### src/rtl/serial_receiver_frame.sv
// Configurable serial frame receiver: start bit, DATA_BITS data bits LSB first, optional parity,
// 1..2 stop bits. Good frames land in a valid/ready output register; errors pulse a flag.
module serial_receiver_frame #(
   parameter int DATA_BITS  = 8,
   parameter int PARITY_EN  = 0,
   parameter int PARITY_ODD = 0,
   parameter int STOP_BITS  = 1
) (
   input  logic                 clk,
   input  logic                 reset,
   input  logic                 in,
   output logic [DATA_BITS-1:0] out_data,
   output logic                 out_valid,
   input  logic                 out_ready,
   output logic                 done,
   output logic                 parity_err,
   output logic                 frame_err,
   output logic                 overrun
);

   localparam int               CNT_W     = $clog2(DATA_BITS + 1);
   localparam logic [CNT_W-1:0] LAST_CNT  = CNT_W'(DATA_BITS - 1);
   localparam logic             LAST_STOP = 1'(STOP_BITS - 1);
   localparam logic             ODD       = (PARITY_ODD != 0);
   localparam logic             HAS_PAR   = (PARITY_EN != 0);

   typedef enum logic [2:0] {
      S_IDLE,
      S_DATA,
      S_PARITY,
      S_STOP,
      S_ERR_WAIT
   } state_t;

   state_t                 r_state;
   state_t                 w_state_nxt;
   logic [CNT_W-1:0]       r_count;
   logic                   r_stop_idx;
   logic [DATA_BITS-1:0]   r_shift;
   logic                   r_par;
   logic [DATA_BITS-1:0]   r_out_data;
   logic                   r_out_valid;
   logic                   r_done;
   logic                   r_perr;
   logic                   r_ferr;
   logic                   r_ovr;

   logic                   w_shift_en;
   logic                   w_par_ld;
   logic                   w_commit;
   logic                   w_stop_bad;
   logic                   w_par_ok;
   logic                   w_load;

   always_ff @(posedge clk or negedge reset) begin
      if (!reset) begin
         r_state <= S_IDLE;
      end else begin
         r_state <= w_state_nxt;
      end
   end

   always_comb begin
      w_state_nxt = r_state;
      w_shift_en  = 1'b0;
      w_par_ld    = 1'b0;
      w_commit    = 1'b0;
      w_stop_bad  = 1'b0;
      case (r_state)
         S_IDLE: begin
            if (!in) w_state_nxt = S_DATA;
         end
         S_DATA: begin
            w_shift_en = 1'b1;
            if (r_count == LAST_CNT) begin
               if (HAS_PAR) w_state_nxt = S_PARITY;
               else         w_state_nxt = S_STOP;
            end
         end
         S_PARITY: begin
            w_par_ld    = 1'b1;
            w_state_nxt = S_STOP;
         end
         S_STOP: begin
            if (!in) begin
               w_stop_bad  = 1'b1;
               w_state_nxt = S_ERR_WAIT;
            end else if (r_stop_idx == LAST_STOP) begin
               w_commit    = 1'b1;
               w_state_nxt = S_IDLE;
            end
         end
         S_ERR_WAIT: begin
            // Line must return high before a new start bit can be recognised
            if (in) w_state_nxt = S_IDLE;
         end
         default: w_state_nxt = S_IDLE;
      endcase
   end

   assign w_par_ok = !HAS_PAR || (r_par == ((^r_shift) ^ ODD));
   assign w_load   = w_commit && w_par_ok && (!r_out_valid || out_ready);

   always_ff @(posedge clk or negedge reset) begin
      if (!reset) begin
         r_count     <= '0;
         r_stop_idx  <= 1'b0;
         r_shift     <= '0;
         r_par       <= 1'b0;
         r_out_data  <= '0;
         r_out_valid <= 1'b0;
         r_done      <= 1'b0;
         r_perr      <= 1'b0;
         r_ferr      <= 1'b0;
         r_ovr       <= 1'b0;
      end else begin
         r_count    <= (r_state == S_DATA) ? r_count + 1'b1 : '0;
         r_stop_idx <= (r_state == S_STOP) ? ~r_stop_idx : 1'b0;
         // LSB arrives first, so after DATA_BITS shifts bit i sits at index i
         if (w_shift_en) r_shift <= {in, r_shift[DATA_BITS-1:1]};
         if (w_par_ld)   r_par   <= in;
         r_done <= w_load;
         r_perr <= w_commit && !w_par_ok;
         r_ferr <= w_stop_bad;
         r_ovr  <= w_commit && w_par_ok && r_out_valid && !out_ready;
         if (w_load) begin
            r_out_data  <= r_shift;
            r_out_valid <= 1'b1;
         end else if (r_out_valid && out_ready) begin
            r_out_valid <= 1'b0;
         end
      end
   end

   assign out_data   = r_out_data;
   assign out_valid  = r_out_valid;
   assign done       = r_done;
   assign parity_err = r_perr;
   assign frame_err  = r_ferr;
   assign overrun    = r_ovr;

endmodule
### config.mk
export PLATFORM = sky130hd
export DESIGN_NAME = serial_receiver_frame
export DESIGN_NICKNAME = d
export VERILOG_FILES = /design/src/rtl/serial_receiver_frame.sv
export SDC_FILE = /design/constraint.sdc
export NUM_CORES = 1
export LEC_CHECK = 0
export CAP_MARGIN = 20
export CORE_UTILIZATION = 51
export CTS_CLUSTER_SIZE = 40
export DETAILED_ROUTE_END_ITERATION = 12
export PLACE_DENSITY = 0.87
export REMOVE_ABC_BUFFERS = 1
export SYNTH_ARGS = -nofsm -noshare
export SYNTH_HDL_FRONTEND = slang
export SYNTH_SLANG_ARGS = --single-unit
### constraint.sdc
create_clock -name clk -period 1.8 [get_ports clk]
set_input_delay 0.18 -clock clk [delete_from_list [all_inputs] [get_ports clk]]
set_output_delay 0.18 -clock clk [all_outputs]
set_load 0.005 [all_outputs]
Word-level counts from Yosys, hierarchy flattened. Cells that the tools add are included.

Output and inout port bits: 13. Input port bits: 4. Register bits: 28.

Bitwise gates (word level): 1. Add/subtract/negate cells: 1. Reduce and logical (&&, ||, !) cells: 10. Equality and inequality tests: 9. Multiplexer cells: 16.

Operators by type and width (number): $mux W3 (5); $pmux W3 S5 (1); $mux W1 (9); $eq A3 B2 Y1 const B (2); $ne A2 B2 Y1 const B (3); $add A4 B1 Y4 const B (1); $eq A4 B3 Y1 const B (1); $logic_and A1 B1 Y1 (4); $mux W4 (1); $reduce_and A4 Y1 (1); $eq A3 B1 Y1 const B (1); $eq A3 B3 Y1 const B (1); $logic_not A3 Y1 (1); $ne A3 B3 Y1 const B (1); $logic_not A1 Y1 (2); $reduce_bool A2 Y1 (1); $logic_or A1 B1 Y1 (1); $not A1 Y1 (1).

Depth between registers and ports, before layout. Gate-level depths: netlist of the first run.

Word-level depth: 5. Mapped depth: 4.

Worst setup path before layout of the first run. OpenSTA, ideal clock, no wires.

Kind: reg-to-reg. Start: reg r_state[1]. End: reg r_shift[0]. Required time: 1675 ps. Buffers on the path: 1. Setup slack: 522 ps. Clock period less this slack: 1278 ps. Library setup time: 125 ps. Cell stages (with the launch flop): 5. Arrival: 1153 ps. Path through: dfrtp_1 > inv_1 > and3_2 > buf_2 > mux2_2.

Cells in the longest elaborated chain, start to end: 2.

Ends and longest elaborated chain: start: declaration (line 35) `state_t r_state;`; start signal: assignment (line 59) `r_state <= w_state_nxt;`; $eq A3 B1 Y1 (line 69) `case (r_state)`; $mux W1 (line 69); end signal: assignment (line 120) `if (w_shift_en) r_shift <= {in, r_shift[DATA_BITS-1:1]};`; end: declaration (line 39) `logic [DATA_BITS-1:0] r_shift;`.

No other way between the ends. A chain may end at the register's enable or synchronous reset.

Worst setup path in the final report of the first run.
Start: reg r_out_data[7], in the netlist out_data[7]. End: out out_data[7].

RTL lines: start: declaration (line 41) `logic [DATA_BITS-1:0] r_out_data;`; start signal: assignment (line 127) `r_out_data <= r_shift;`; end: declaration (line 12) `output logic [DATA_BITS-1:0] out_data,`.

No word-level cell between the ends.

==> flow_results.org, run 1 <==
** Run status
- The flow ran to the end, and the final reports show no timing, DRC or antenna violations.

** Cells and area
- Number of diodes :: 0
- Fill cells in the final layout number 168.
- Proportion of layout cells with a drive suffix above 1 :: 27.08%
- Post-layout nets :: 102
- Compared with the post-synthesis result, the final layout area differs by 18.91%.

** Worst setup path
- The critical path goes through clkdlybuf4s50_1.
- Launching instance or port of the critical path :: out_data[7]$_DFFE_PN0P_
- Library cell contributing the largest single delay on the critical path :: sky130_fd_sc_hd__clkdlybuf4s50_1
- Crit Reg-Reg Startpoint :: r_state[2]$_DFFE_PN0P_
- Register-to-Register Setup Slack :: 0.44 ns
- The kind of cell with the highest combined delay along the critical path is buffers and inverters.
- Peak fanout along the critical path :: 2
- Critical path endpoint category :: primary output
- The worst setup path is launched from a flop.
- WP data arrival :: 1.19 ns
- Together, buffers and inverters on the worst path number 1.
- For the worst setup path, the data required time is around 1.6 ns.
- For the worst flop-to-flop path, the logic depth is 3.
- The endpoint identified for the worst register-to-register timing path is out_data[0]$_DFFE_PN0P_.
- On the worst path, the slowest cell contributes a delay of 0.51 ns.
- Type of the worst setup path :: flop to primary output

** Clock network
- Clock slew seen by the registers of the worst setup and hold paths :: roughly 0.14 ns
- In this run the deepest clock path goes through 2 buffers.
- Buffers inserted to repair hold after CTS numbered 0.
- TritonCTS created 3 clock buffers.
- TritonCTS built the clock tree.
- TritonCTS sink count :: 28
- For the worst-skew pair, the clock arrives at the later sink with an insertion delay of 0.32 ns.
- Post-CTS setup-driven buffer insertion count :: 0
- Root buffer selected by CTS :: sky130_fd_sc_hd__clkbuf_4
- # resized after CTS :: 0
- CTS HTree Levels :: 1

** GRT
- Number of antenna violations at the first check in global routing :: 0
- Entering global routing, the biggest net connects 29 pins.
- The first global-routing pass estimated 2822 um of wire.
- Number of global-route vias before repair :: 661
- All-layer global routing usage :: between 15 and 20%
- For this run the aggregate overflow at the end of global routing stands at 0.

** Route
- Violation count after the first detailed-routing iteration :: 5
- After detailed routing, the average wire length per cell comes to 13.03 um.
- Detailed-routed wire length on met2 :: 802 um
- In the routed design, unresolved DRC markers number 0.
- Dividing the detail-routed via count by the number of cells gives 5.073.
- Routed vias :: 624
- Total iterations of the first detailed-routing run :: 2
- Met1 Wirelength :: 744 um
- Met3 routed wirelength :: between 40 and 50 um
- For this block, the routed nets add up to 1603 um of wire.
- Antenna violation net count after detailed routing :: 0
- Uppermost layer routed :: met4

** Power
- The share of total power dissipated in the clock network is between 10% and 20%.
- Internal power contribution :: ~1.4 mW
- After layout, the design draws a total of 1.996 mW.
- Sequential cells burn 51.4% of the power.
- For this design the ratio of total power to cell area is 1528 mW/mm2.
- In this run the power spent charging and discharging nets is about 0.56 mW.
- Lkg Pwr :: between 0.5 and 0.6 nW
- Relative contribution of combinational cells to total power :: between 30 and 40%
- Maximum resistive drop on vdd :: 1.001 mV
- Net switching is 28.05% of the power.

** Synthesis
- Share of the synthesized area in the top cell type :: between 60% and 70%
- After synthesis, the netlist uses 22 different library cells.
- After technology mapping, the gate count stands at 79.
- Ranked by total cell area, the synthesized netlist is headed by sky130_fd_sc_hd__dfrtp_1 64%, sky130_fd_sc_hd__mux2_2 16%, sky130_fd_sc_hd__nor2_1 2.4%.
- Flop and latch count out of synthesis :: 28
- Each instance of the synthesized netlist takes up on average 13.91 um2.
- The cell area that synthesis handed to floorplanning was between 0.001 and 0.0015 mm2.
- Of the synthesized area, sequential elements account for 63.78%.
- Synthesis Warnings :: 0
- sky130_fd_sc_hd__dfrtp_1 takes more of the synthesized area than any other cell.

** Place
- HPWL after detailed placement :: 1118 um
- During placement, the flow inserted port buffers numbering 15.
- GPL Wtd Cong :: 0.7612

** Die
- The region available for standard cell placement spans 0.002002 mm2.
- 17 I/O pins were placed.
- After floorplanning, the core was divided into 16 placement rows.
- The die covers 0.002344 mm2.
- Measured along the x axis, the die boundary spans 48.41 um.
- For this configuration, the core starts out at a cell density of 54.88%.
- The floorplan step set the die height to 48.41 um.

** STA
- Count of endpoints failing hold in the final timing report :: 0
- Max Transition Viols Final :: 0
- Fraction of the cycle the final worst path needs :: 76.38%
- Post-route setup TNS :: 0 ns
- Unrepaired setup endpoints after global routing :: no
- On the final layout, the worst hold slack is 0.2094 ns.
- The routed design could run at a clock period as short as 1.375 ns.
- Clock skew on the completed layout was measured at around 0.01 ns.
- Setup violations remaining at the end of the flow were counted as 0.
- Max Freq :: roughly 0.73 GHz

** Run
- Maximum capacitance violations :: 0

** Hold path
- The tightest min-delay check is of the primary input to asynchronous set/reset pin type.
==> cell families (layout without fill, tap and decap cells) <==
kind of cell             count (synthesis)  after routing  synth area share [%]
buffers and inverters                    6             23                 2.846
AO/OA/AOI/OAI                            4              4                 2.506
XOR/XNOR                                 2              2                 1.595
multiplexers                            16             16                 16.40
adder cells (fa/ha/maj)                  1              1                 1.139
AND/OR/NAND/NOR                         21             21                 11.39
flip-flops                              28             28                 63.78
other                                    1              1                0.3414
==> metal layers <==
metal / track usage, % / up-vias
met1: 19.36 / 314
met5: 0 / -
met2: 27.00 / 9
li1: - / 299
met4: 5.392 / 0
met3: 3.145 / 2
==> Yosys cell counts <==
master and count:
sky130_fd_sc_hd__buf_2 1, sky130_fd_sc_hd__a21bo_2 1, sky130_fd_sc_hd__and2_1 1, sky130_fd_sc_hd__a211oi_1 1, sky130_fd_sc_hd__or2b_2 1, sky130_fd_sc_hd__and4bb_4 1
sky130_fd_sc_hd__nand3_1 3, sky130_fd_sc_hd__nor2_1 7, sky130_fd_sc_hd__a21oi_1 2, sky130_fd_sc_hd__ha_1 1, sky130_fd_sc_hd__inv_1 3, sky130_fd_sc_hd__conb_1 1
sky130_fd_sc_hd__mux2_2 16, sky130_fd_sc_hd__nand4_1 1, sky130_fd_sc_hd__xor2_1 1, sky130_fd_sc_hd__nand2_1 4, sky130_fd_sc_hd__nand3_4 1, sky130_fd_sc_hd__xnor2_1 1
sky130_fd_sc_hd__nor2b_1 1, sky130_fd_sc_hd__and3_2 1, sky130_fd_sc_hd__dfrtp_1 28, sky130_fd_sc_hd__buf_4 2
==> cells in the final DEF, fill, tap and decap left out, types with 2 or more instances in the layout <==
cell type                         instances
sky130_fd_sc_hd__clkdlybuf4s50_1         15
sky130_fd_sc_hd__mux2_2                  16
sky130_fd_sc_hd__clkbuf_4                 3
sky130_fd_sc_hd__nand3_1                  3
sky130_fd_sc_hd__inv_1                    3
sky130_fd_sc_hd__a21oi_1                  2
sky130_fd_sc_hd__dfrtp_1                 28
sky130_fd_sc_hd__nand2_1                  4
sky130_fd_sc_hd__nor2_1                   7
==> power by group through the flow <==
stage,sequential (mW),combinational (mW),clock (mW)
CTS,1.03,0.694,0.303
floorplan,1.01,0.416,0
detailed placement,1.04,0.688,0
global route,1.06,0.739,0.327
global placement,1.03,0.665,0
finish,1.03,0.678,0.292
==> layout make-up <==
type / count / area, um2 / area share [%]
flip-flops and latches: 28 / 700.7 / 53.64
well taps: 27 / 33.78 / 2.586
inverters: 3 / 11.26 / 0.8621
repair buffers: 16 / 157.7 / 12.07
clock buffers: 4 / 36.28 / 2.778
multi-input cells: 45 / 366.6 / 28.07
==> flip-flops by register name, summed over array words and instances (netlist names) <==
register	flops
out_data	8
r_count	4
overrun	1
out_valid	1
r_state	3
frame_err	1
r_stop_idx	1
r_shift	8
done	1
==> worst max path at each step <==
stage	slack, ns	endpoint	cells after the start
5_1_grt	0.37	out_data[7]	1
4_1_cts	0.41	out_data[0]	1
2_1_floorplan	0.54	out_data[0]$_DFFE_PN0P_	3
3_5_place_dp	0.25	out_data[0]$_DFFE_PN0P_	4
6_report	0.43	out_data[7]	1
3_3_place_gp	0.26	out_data[3]$_DFFE_PN0P_	4
==> per-stage QoR <==
stage / util [%] / cells / area (um2) / worst slack, ns
finish: 65.25 / 123 / 1306 / 0.4252
global route: 65.25 / 123 / 1306 / 0.3704
CTS: 65.25 / 123 / 1306 / 0.4066
detailed placement: 63.44 / 119 / 1270 / 0.2497
global placement: 63.44 / 119 / 1270 / 0.2612
floorplan: - / 76 / 1079 / 0.5380
(Power assumes the default switching activity.)
==> inputs of run 2 (changes only) <==
Clock period 1.8 ns to 1.35 ns, I/O delays scaled along.
==> flow_results.org, run 2 (same netlist as run 1, synthesis figures left out) <==
** Run status
- Run status: completed (unchanged).

** STA
- Count of endpoints failing hold in the final timing report :: 0 (unchanged)
- Max Transition Viols Final :: 0 (unchanged)
- Crit path setup slack, layout :: 0.006688 ns (was 0.4252 ns)
- Unrepaired setup endpoints after global routing: yes (was no).
- Final setup violation count :: 0 (unchanged)
- Tmin final :: 1.343 ns
- The final clock skew is 0.009867 ns (was 0.01003 ns).
- Fraction of the cycle the final worst path needs :: between 90 and 100%
- The setup TNS was 0 ns (unchanged).
- Max Freq :: approximately 0.74 GHz

** GRT
- The overall track demand over capacity in global routing is 16.84% (was 15.55%).
- Wire length of the first global-routing pass :: 2932 um (was 2822 um)
- Maximum number of pins on one net before global-route repair :: 29 (unchanged)
- Number of global-route vias before repair :: 673 (was 661)
- Number of antenna violations at the first check in global routing :: 0 (unchanged)
- The leftover overflow at the end of global routing came to 0 (unchanged).

** Route
- DRC violations left :: 0 (unchanged)
- Antenna violation net count after detailed routing :: 0 (unchanged)
- The final wirelength is 1773 um (was 1603 um).
- Total iterations of the first detailed-routing run :: 3 (was 2)
- The final routed wire length divided by cell count was 13.96 um (was 13.03 um).
- The starting DRC count in detailed routing is 9 (was 5).
- Routed vias :: 650 (was 624)
- The vias per cell was 5.118 (was 5.073).

** Place
- HPWL after detailed placement :: 1210 um (was 1118 um)
- The global placer's final weighted congestion is 0.8093 (was 0.7612).
- The number of buffers inserted by port buffering came to 15 (unchanged).
- The minimum setup slack after placement came to -0.1566 ns (was 0.2497 ns).
- The total instance count after detailed placement came to 122 (was 119).

** Clock network
- The latest clock arrival within the worst-skew pair is 0.32 ns (about the same).
- The CTS tree was yes (unchanged).
- The clock sink total is 28 (unchanged).
- The maximum number of buffers from clock root to sink is 2 (unchanged).
- The number of buffers created by CTS came to 3 (unchanged).
- The clock-pin slew reported for the worst setup and hold paths after clock tree synthesis was 0.14 ns (about the same).
- The library cell used as clock root buffer is sky130_fd_sc_hd__clkbuf_4 (unchanged).
- CTS HTree Levels :: 1 (unchanged)

** Die
- Die outline height :: 48.41 um (unchanged)
- The die outline area is 0.002344 mm2 (unchanged).
- I/O pins :: 17 (unchanged)
- The number of core rows was 16 (unchanged).
- The area of the core region came to 0.002002 mm2 (unchanged).
- The effective utilization at floorplan came to 54.88% (unchanged).
- The horizontal die dimension was 48.41 um (unchanged).

** Cells and area
- The count of inserted antenna diode cells came to 0 (unchanged).
- Synthesis-to-layout area growth :: 24.15% (was 18.91%)
- Commonest cells after routing, fill and taps aside :: 28 x sky130_fd_sc_hd__dfrtp_1, 16 x sky130_fd_sc_hd__mux2_2, 8 x sky130_fd_sc_hd__dlymetal6s2s_1 (was 28 x sky130_fd_sc_hd__dfrtp_1, 16 x sky130_fd_sc_hd__mux2_2, 15 x sky130_fd_sc_hd__clkdlybuf4s50_1)
- Layout Cells excl Fill :: 127 (was 123)
- Post-layout nets :: 107 (was 102)
- The fraction of layout cells with a size suffix above 1 came to 30.00% (was 27.08%).
- The utilization of the core after routing came to 68.13% (was 65.25%).
- Number of filler instances in the final layout :: 147 (was 168)
- The leading cell type in the layout, fill and taps excluded was sky130_fd_sc_hd__dfrtp_1 (unchanged).

** Worst setup path
- The type of the setup path with the least slack is flop to flop (was flop to primary output).
- The kind of start point of the critical path is a flop (unchanged).
- The maximum fanout along the worst path came to 5 (was 2).
- The data required time at the worst endpoint was 1.56 ns (was 1.62 ns).
- The sort of element at the end of the critical path was a flop (was primary output).
- WP data arrival :: 1.55 ns (was 1.19 ns)

** Power
- The post-route total power is 2.620 mW (was 1.996 mW).
- The worst voltage drop across the vdd grid was 1.246 mV (was 1.001 mV).
- The leakage power total was 0.7216 nW (was 0.5934 nW).
- The ratio of total power to cell area was 1921 mW/mm2 (was 1528 mW/mm2).

** Run
- The max-capacitance violation count is 0 (unchanged).

** Hold path
- The classification of the worst-slack hold path was primary input to asynchronous set/reset pin (unchanged).
## run 2: cell types whose count changed in the layout (fill, tap and decap cells not counted), sizes merged
cell           change
nand3              +1
clkbuf             -1
buf                +4
dlymetal6s2s       +8
clkdlybuf4s50      -8
## run 2: layout make-up
cell class	instances	area (um2)	area share, %
Timing Repair Buffer	20	207.7	15.23
Sequential cell	28	700.7	51.38
Tap cell	27	33.78	2.477
Inverter	3	11.26	0.8257
Multi-Input combinational cell	46	387.9	28.44
Clock buffer	3	22.52	1.651
## run 2: stage by stage
stage | instance area (um2) | hold slack (ns)
after floorplan | 1079 | -0.1606
after CTS | 1323 | 0.1967
after global placement | 1292 | 0.4467
after detailed placement | 1292 | 0.4591
final | 1364 | 0.1859
after global routing | 1364 | 0.2009
## run 2: routing by layer
metal	part of all wire [%]	vias to the layer above	GRT usage [%]
li1	-	311	-
met1	43	328	19.53
met2	54	9	29.11
met3	1.9	2	3.145
met4	1.1	0	9.804
met5	0	-	0
## run 2: worst paths after layout
kind | to | slack [ns] | startpoint | cells past startpoint
worst max-delay path | out_data[7]$_DFFE_PN0P_ | 0.007 | r_state[2]$_DFFE_PN0P_ | 3
worst min-delay path | r_state[1]$_DFFE_PN0P_ | 0.19 | reset | 2
worst max register to register | out_data[7]$_DFFE_PN0P_ | 0.007 | r_state[2]$_DFFE_PN0P_ | 3
worst min register to register | r_count[0]$_DFF_PN0_ | 0.48 | r_count[0]$_DFF_PN0_ | 1
max in group asynchronous | out_data[1]$_DFFE_PN0P_ | 0.90 | reset | 2
min in group clk | r_count[0]$_DFF_PN0_ | 0.48 | r_count[0]$_DFF_PN0_ | 1
## run 2: where the power goes
group | switching, mW | leakage [nW] | internal, mW
Combinational | 0.343 | 0.356 | 0.594
Clock | 0.219 | 0.0138 | 0.104
Sequential | 0.196 | 0.352 | 1.16
Total | 0.758 | 0.722 | 1.86
## run 2: timing repair
| action | CTS | global route |
|---|---|---|
| setup endpoints to repair | 2 | 24 |
| resized for setup | 0 | 10 |
| hold buffers | 0 | 0 |
| gates cloned | 0 | 1 |
| setup buffers | 1 | 0 |
## run 2: worst max-delay path, stage by stage, from the launching register on
cell and delay (ns):
sky130_fd_sc_hd__dfrtp_1 0.44, sky130_fd_sc_hd__and4bb_4 0.37, sky130_fd_sc_hd__nand3_4 0.12, sky130_fd_sc_hd__mux2_2 0.30
==> inputs of run 3 (changes only) <==
Settings changed: MAX_ROUTING_LAYER from default to met4, REMOVE_ABC_BUFFERS 1 to default.
==> flow_results.org, run 3 (same netlist as run 1, synthesis figures left out) <==
** Run status
- Run status :: completed (unchanged)

** Hold path
- Tightest Hold Check Type :: primary input to asynchronous set/reset pin (unchanged)

** Cells and area
- Post-layout nets :: 107 (unchanged)
- Commonest cells after routing, fill and taps aside :: 27 x sky130_fd_sc_hd__dfrtp_1, 16 x sky130_fd_sc_hd__mux2_2, 7 x sky130_fd_sc_hd__nor2_1, 7 x sky130_fd_sc_hd__dlymetal6s2s_1 (was 28 x sky130_fd_sc_hd__dfrtp_1, 16 x sky130_fd_sc_hd__mux2_2, 8 x sky130_fd_sc_hd__dlymetal6s2s_1)
- Sequential cell area :: 701.9 um2 (was 700.7 um2)
- The number of fill cells in the layout came to 153 (was 147).
- The leading cell type in the layout, fill and taps excluded is sky130_fd_sc_hd__dfrtp_1 (unchanged).
- The fraction of layout cells with a size suffix above 1 came to 31.68% (was 30.00%).
- The utilization of the core after routing was 68.19% (was 68.13%).
- The multi-input combinational cell area is 380.4 um2 (was 387.9 um2).
- The layout overhead on the synthesized area was 24.26% (was 24.15%).
- The count of inserted antenna diode cells is 0 (unchanged).
- The area of all placed cells without fillers is 0.001365 mm2 (was 0.001364 mm2).

** STA
- The period utilization was 96.75% (was 99.50%).
- Setup skew after layout :: 0.01074 ns (was 0.009867 ns)
- Count of endpoints failing hold in the final timing report :: 0 (unchanged)
- Unrepaired setup endpoints after global routing :: no (was yes)
- The maximum operating frequency was 0.7656 GHz (was 0.7444 GHz).
- Max Transition Viols Final :: 0 (unchanged)
- The shortest clock period the worst path allows after layout came to 1.306 ns (was 1.343 ns).
- Final setup violation count :: 0 (unchanged)

** GRT
- Sum of overflow across all layers after global routing :: 0 (unchanged)
- The first-pass GRT wire length is 2925 um (was 2932 um).
- Maximum number of pins on one net before global-route repair :: 29 (unchanged)
- The via count of the first global-routing pass is 687 (was 673).
- All-layer global routing usage :: 17.02% (was 16.84%)
- The number of antenna violations at the first check in global routing is 0 (unchanged).

** Worst setup path
- The kind of start point of the critical path is a flop (unchanged).
- Crit Reg-Reg Startpoint :: r_stop_idx$_DFF_PN0_ (was r_state[2]$_DFFE_PN0P_)
- Peak fanout along the critical path :: 4 (was 5)
- The type of the setup path with the least slack was flop to flop (unchanged).
- Register-to-Register Setup Slack :: 0.04 ns (was 0.007 ns)
- The data arrival time of the critical path is 1.53 ns (was 1.55 ns).
- The beginning of the critical path is r_stop_idx$_DFF_PN0_ (was r_state[2]$_DFFE_PN0P_).
- Worst path max stage delay :: 0.40 ns (was 0.44 ns)
- Reg2Reg Depth :: 3 (unchanged)
- Critical path endpoint category :: flop (unchanged)
- The data required time at the worst endpoint came to 1.58 ns (was 1.56 ns).
- The highest-delay cell along the critical path is sky130_fd_sc_hd__dfrtp_1 (unchanged).
- Cell Chain, Critical Path: and4bb_4 -> nand3_2 -> mux2_2 (was and4bb_4 -> nand3_4 -> mux2_2).
- The worst flop-to-flop path endpoint was out_data[2]$_DFFE_PN0P_ (was out_data[7]$_DFFE_PN0P_).

** Route
- The final routed wire length divided by cell count was 13.39 um (was 13.96 um).
- The final routed DRC violation total came to 0 (unchanged).
- Violation count after the first detailed-routing iteration :: 3 (was 9)
- Routed vias/inst :: 5.000 (was 5.118)
- Routed vias :: 640 (was 650)
- The iteration count of the initial detailed-routing pass was 4 (was 3).
- Antenna violation net count after detailed routing :: 0 (unchanged)
- Drt total wl :: 1714 um (was 1773 um)

** Place
- The number of buffers inserted by port buffering was 15 (unchanged).
- GPL Wtd Cong :: 0.8211 (was 0.8093)
- The detailed-placement wirelength estimate is 1246 um (was 1210 um).
- The cell area after placement came to 0.001300 mm2 (was 0.001292 mm2).

** Clock network
- CTS Buf Count :: 3 (unchanged)
- CTS HTree Levels :: 1 (unchanged)
- Clock tree from TritonCTS :: yes (unchanged)
- The latest clock arrival within the worst-skew pair is 0.32 ns (about the same).
- Clock slew seen by the registers of the worst setup and hold paths :: 0.14 ns (about the same)
- The maximum number of buffers from clock root to sink is 2 (unchanged).
- TritonCTS sink count :: 28 (unchanged)
- The hold buffer count at cts came to 0 (unchanged).
- The library cell used as clock root buffer was sky130_fd_sc_hd__clkbuf_4 (unchanged).

** Synthesis
- Synthesized Nets :: 84

** Die
- The effective utilization at floorplan is 54.88% (unchanged).
- I/O pins :: 17 (unchanged)
- The horizontal die dimension came to 48.41 um (unchanged).
- The number of core rows is 16 (unchanged).
- Total core area :: 0.002002 mm2 (unchanged)
- Die outline height :: 48.41 um (unchanged)
- Die ar. :: 0.002344 mm2 (unchanged)

** Power
- The worst voltage drop across the vdd grid was 1.340 mV (was 1.246 mV).
- The leakage power total is 0.7274 nW (was 0.7216 nW).
- Pwr Density :: 1955 mW/mm2 (was 1921 mW/mm2)

** Run
- The max-capacitance violation count is 0 (unchanged).
==> run 3: cell types whose count changed in the layout (fill, tap and decap cells not counted) <==
cell,previous run,this run
sky130_fd_sc_hd__dlygate4sd2_1,0,3
sky130_fd_sc_hd__clkdlybuf4s50_1,7,5
sky130_fd_sc_hd__clkbuf_8,0,1
sky130_fd_sc_hd__dfrtp_1,28,27
sky130_fd_sc_hd__dfrtp_2,0,1
sky130_fd_sc_hd__dlymetal6s2s_1,8,7
sky130_fd_sc_hd__nand3_2,0,1
sky130_fd_sc_hd__nand3_4,2,1
==> run 3: worst max path at each step <==
stage | end | cells past startpoint | slack (ns)
6_report | out_data[2]$_DFFE_PN0P_ | 3 | 0.04
5_1_grt | overrun | 1 | 0.003
4_1_cts | out_data[4] | 1 | 0.005
3_5_place_dp | out_data[2]$_DFFE_PN0P_ | 4 | -0.15
3_3_place_gp | out_data[6]$_DFFE_PN0P_ | 4 | -0.13
2_1_floorplan | r_shift[0]$_DFFE_PN0P_ | 4 | 0.07
==> run 3: metrics by stage <==
stage | hold WS (ns) | setup TNS [ns] | power, mW | setup slack [ns] | cells
after global placement | 0.4447 | -1.031 | 2.277 | -0.1304 | 123
after detailed placement | 0.4611 | -1.104 | 2.348 | -0.1508 | 123
after CTS | 0.1607 | 0 | 2.712 | 0.005206 | 127
final | 0.1611 | 0 | 2.669 | 0.04387 | 128
after global routing | 0.1925 | 0 | 2.848 | 0.002548 | 128
after floorplan | -0.1606 | 0 | 1.921 | 0.07243 | 79
==> run 3: critical path: cells and delay by family, from the launching register on <==
family / cells / cell delay, ns
flip-flops: 1 / 0.40
AND/OR/NAND/NOR: 2 / 0.51
multiplexers: 1 / 0.31
==> run 3: where the power goes <==
part / internal [mW] / switching (mW) / total [mW]
sequential: 1.17 / 0.209 / 1.37
combinational: 0.570 / 0.334 / 0.904
clock: 0.165 / 0.226 / 0.391
==> run 3: layout make-up <==
class / instances / area share (%)
repair buffers: 20 / 14.76
inverters: 3 / 0.8249
clock buffers: 4 / 2.658
multi-input cells: 46 / 27.86
well taps: 27 / 2.475
flip-flops and latches: 28 / 51.42
==> run 3: layer usage <==
layer / share of wire [%] / global-route usage [%] / vias up
li1: - / - / 309
met1: 41 / 19.02 / 320
met2: 56 / 30.75 / 11
met3: 3.0 / 3.774 / 0
met4: 0 / 4.412 / 0
met5: 0 / - / -
==> run 3: repair_timing <==
action | 4_1_cts | 5_1_grt
resized for setup | 3 | 9
gates cloned | 0 | 1
setup endpoints to repair | 3 | 23
buffers inserted | 0 | 0
